### src/rtl/stopwatch_control.sv
// Stopwatch command sequencer: synchronizes and debounces three pushbuttons,
// turns debounced rising edges into press events and drives the command bus.
//
// state   | meaning
// IDLE    | stopwatch cleared, not counting
// RUNNING | counting, control[0] held high
// PAUSED  | stopped, count held for display
module stopwatch_control #(
    parameter int DEBOUNCE_CYCLES = 1000000,
    parameter int CNT_W           = 20
) (
    input  logic       clk,
    input  logic       reset,
    input  logic       btn_start,
    input  logic       btn_stop,
    input  logic       btn_reset,
    output logic [2:0] control,
    output logic [1:0] state
);

    typedef enum logic [1:0] {
        IDLE    = 2'b00,
        RUNNING = 2'b01,
        PAUSED  = 2'b10
    } state_t;

    localparam logic [CNT_W-1:0] CNT_MAX = CNT_W'(DEBOUNCE_CYCLES - 1);
    localparam int BTN_START = 0;
    localparam int BTN_STOP  = 1;
    localparam int BTN_CLEAR = 2;

    logic [2:0]       raw;
    logic [2:0]       sync1;
    logic [2:0]       sync2;
    logic [2:0]       level;
    logic [2:0]       level_d;
    logic [2:0]       press;
    logic [CNT_W-1:0] cnt [3];
    state_t           state_q;

    assign raw   = {btn_reset, btn_stop, btn_start};
    assign press = level & ~level_d;
    assign state = state_q;

    always_ff @(posedge clk) begin
        if (reset) begin
            sync1   <= '0;
            sync2   <= '0;
            level   <= '0;
            level_d <= '0;
            for (int i = 0; i < 3; i++) begin
                cnt[i] <= '0;
            end
        end else begin
            sync1   <= raw;
            sync2   <= sync1;
            level_d <= level;
            for (int i = 0; i < 3; i++) begin
                if (sync2[i] == level[i]) begin
                    cnt[i] <= '0;
                end else if (cnt[i] == CNT_MAX) begin
                    level[i] <= sync2[i];
                    cnt[i]   <= '0;
                end else begin
                    cnt[i] <= cnt[i] + CNT_W'(1);
                end
            end
        end
    end

    // Only the highest-priority press is considered; a losing press is dropped
    // even if the winner turns out to be ignored in the current state.
    always_ff @(posedge clk) begin
        if (reset) begin
            state_q <= IDLE;
            control <= 3'b000;
        end else if (press[BTN_CLEAR]) begin
            state_q <= IDLE;
            control <= 3'b010;
        end else if (press[BTN_STOP]) begin
            if (state_q == RUNNING) begin
                state_q <= PAUSED;
                control <= 3'b100;
            end else begin
                control <= 3'b000;
            end
        end else if (press[BTN_START]) begin
            state_q <= RUNNING;
            control <= 3'b001;
        end else begin
            control <= {2'b00, state_q == RUNNING};
        end
    end

endmodule

### config.mk
export PLATFORM = sky130hd
export DESIGN_NAME = stopwatch_control
export DESIGN_NICKNAME = d
export VERILOG_FILES = /design/src/rtl/stopwatch_control.sv
export SDC_FILE = /design/constraint.sdc
export NUM_CORES = 1
export LEC_CHECK = 0
export CAP_MARGIN = 5
export CORE_ASPECT_RATIO = 1.75
export CORE_UTILIZATION = 42
export DETAILED_ROUTE_END_ITERATION = 8
export DONT_BUFFER_PORTS = 1
export SYNTH_ARGS = -nofsm -noshare
export SYNTH_HDL_FRONTEND = slang
export SYNTH_SLANG_ARGS = --single-unit
### constraint.sdc
create_clock -name clk -period 2.4 [get_ports clk]
set_input_delay 0.48 -clock clk [delete_from_list [all_inputs] [get_ports clk]]
set_output_delay 0.48 -clock clk [all_outputs]
set_load 0.01 [all_outputs]
==> results.ini <==
[synthesis]
ys_ff_latch = 77
ys_types = 37
ys_warn_count = 0
synth_top_area_cell = edfxtp_1
post_synth_instance_area_sq_um = 3880
synth_edf_count = 60
ys_top_cells_by_area = edfxtp_1 46%, dfxtp_1 8.8%, xnor2_1 6.1%, nor2_1 4.4%, a21oi_1 3.2%
synth_largest_type_area_fraction = 0.465
synthArstFlopShare = 0
ys_seq_area_frac = 0.553
synth_top_flop_cell = edfxtp_1
synth.avg_cell_area_sq_um = 10.3
synth_cells = 375
synth_most_common_cell = edfxtp_1
ys_top_cells_by_count = 60 x edfxtp_1, 45 x nor2_1, 27 x xnor2_1

[timing]
drv_slew = 0
finalHoldViolCount = 0
clock_skew_ns = 0.00882
max_freq_mhz = 462
rsz0062_at_grt = false
period_share = 0.903
finalSetupViolations = 0
setup-tns-final_ns = 0
timing.final.crit_period_ns = 2.17

[critical_path]
reg2regPathDepth = 5
cp-start-kind = flop
arrival_ns = 2.36
crit_top_cell = or4_1
worstPathCellList = ha_1, nand2_1, or4_1, or4_1, a21oi_1
crit_slowest_cell = or4_1
cp-end-kind = flop
worstPathMaxFanout = 6
cp_slowest_stage_delay_ns = 0.63
crit_required_ns = 2.59
path_class = reg -> reg

[clock_network]
cts_buffers = 9
postCtsSetupRepairBufs = 0
htreeDepth = 3
worstSkewPairLatency_ns = 0.34
ctsResizeCount = 0
clkTransAtPathRegs_ns = 0.06
ctsLongestPathBuffers = 2
tritoncts = yes
cts.sinks = 77
holdBufCountCts = 0
ctsRootBufferMaster = clkbuf_16

[floorplan]
die_y_um = 129
core_sq_um = 9040
num_rows = 46
fp.dieW_um = 74.6
ios = 10
design.die.area_sq_um = 9630
start_util = 0.429

[layout]
utilization = 0.510
diodes = 0
nets = 452
fillers = 864
syn_to_final_growth_pct = 18.8
layout-drive-gt1-share = 0.0624

[placed_design]
gp_congestion = 0.807
numPortBuffers = 0
place_hpwl_mm = 5.14

[outcome]
status = finished, final reports clean

[power_and_ir_drop]
cellPowerDensity_nw_per_um2 = 672
peakVddDrop_v = 0.000456
p_leak_nw = 1.55

[job]
drv_cap = 0

[drt]
avgRoutedWirePerCell_um = 12.3
dr.pass1.iters = 4
ant_nets = 0
vias_per_cell = 4.96
drt_wl_total_mm = 7.02
drc = 0
vias = 2822
drtIter0Drc = 159

[hold_path]
hold_class = in -> reg
hold_path_depth = 1

[global_routing]
grt_max_degree = 21
grt_pass1_wl_mm = 12.2
antenna_found_initial = 0
grt_usage = 0.168
grt_overflow = 0
grt_pass1_vias = 2737

==> path summary, 6_finish.rpt <==
kind	startpoint	endpoint	slack [ns]
hold reg to reg	sync1[1]	sync2[1]	0.44
setup reg to reg	cnt[0][0]	cnt[0][18]	0.23
hold / removal	reset	sync2[0]	0.21
setup / recovery	cnt[0][0]	cnt[0][18]	0.23
==> routing by layer <==
metal	GRT usage	wire (um)	vias to the layer above
met3	0.0373	121	8
met1	0.180	2800	1337
met4	0.0733	144	0
li1	-	-	1460
met2	0.307	3960	17
met5	0	0	-
==> layout by cell type, fill, tap and decap left out, types with 10 or more instances in the layout <==
cell type,netlist,final
nand2_1,21,21
nor2b_1,11,11
edfxtp_1,60,60
xnor2_1,27,27
nor3_1,12,12
nor2_1,45,45
clkbuf_16,0,12
o21ai_0,16,16
dfxtp_1,17,17
nand3_1,20,20
conb_1,1,60
xor2_1,10,10
or4_1,10,10
inv_1,16,16
nand4_1,11,11
or3_1,14,14
a21oi_1,25,25
==> flip-flops by register name (all words and copies together), names as in the netlist <==
register,flops
cnt,60
control,3
level,3
level_d,3
state,2
sync1,3
sync2,3
==> critical path, delay by kind of cell (launching register included) <==
kind                       cells  cell delay [ns]
DFF                            1             0.40
AOI/OAI and AO/OA              1             0.15
adders and majority gates      1             0.26
and+or+nand+nor                3             1.22
==> kinds of logic after synthesis <==
logic type / synth area share
adder cells (fa/ha/maj): 0.00968
AND/OR/NAND/NOR: 0.252
XOR/XNOR: 0.0836
flip-flops: 0.553
other: 0.000967
AO/OA/AOI/OAI: 0.0768
buffers and inverters: 0.0239
==> power breakdown <==
group | switching, W | leakage [nW] | internal [W] | total (W)
logic | 0.0000590 | 0.624 | 0.0000420 | 0.000101
clock network | 0.000511 | 0.167 | 0.000945 | 0.00146
registers | 0.0000509 | 0.757 | 0.00149 | 0.00154
total | 0.000621 | 1.55 | 0.00247 | 0.00309
==> layout make-up <==
type	count	area, sq um	area share
Clock buffer	15	332	0.0720
Tap cell	120	150	0.0326
Inverter	16	60.1	0.0130
Sequential cell	77	2140	0.465
Timing Repair Buffer	7	52.6	0.0114
Multi-Input combinational cell	333	1860	0.405
Clock inverter	1	5.00	0.00109
==> through the flow <==
stage / std cells / hold slack (ns) / cell area, sq um / power, W / worst slack [ns]
after global routing: 569 / 0.201 / 4600 / 0.00319 / 0.0660
after CTS: 569 / 0.195 / 4600 / 0.00313 / 0.224
after global placement: 553 / 0.428 / 4270 / 0.00166 / 0.273
final: 569 / 0.207 / 4600 / 0.00309 / 0.234
after floorplan: 434 / 0.414 / 4100 / 0.00163 / 0.335
after detailed placement: 553 / 0.426 / 4270 / 0.00166 / 0.231
Note: power is estimated with default switching activity, not from simulation.
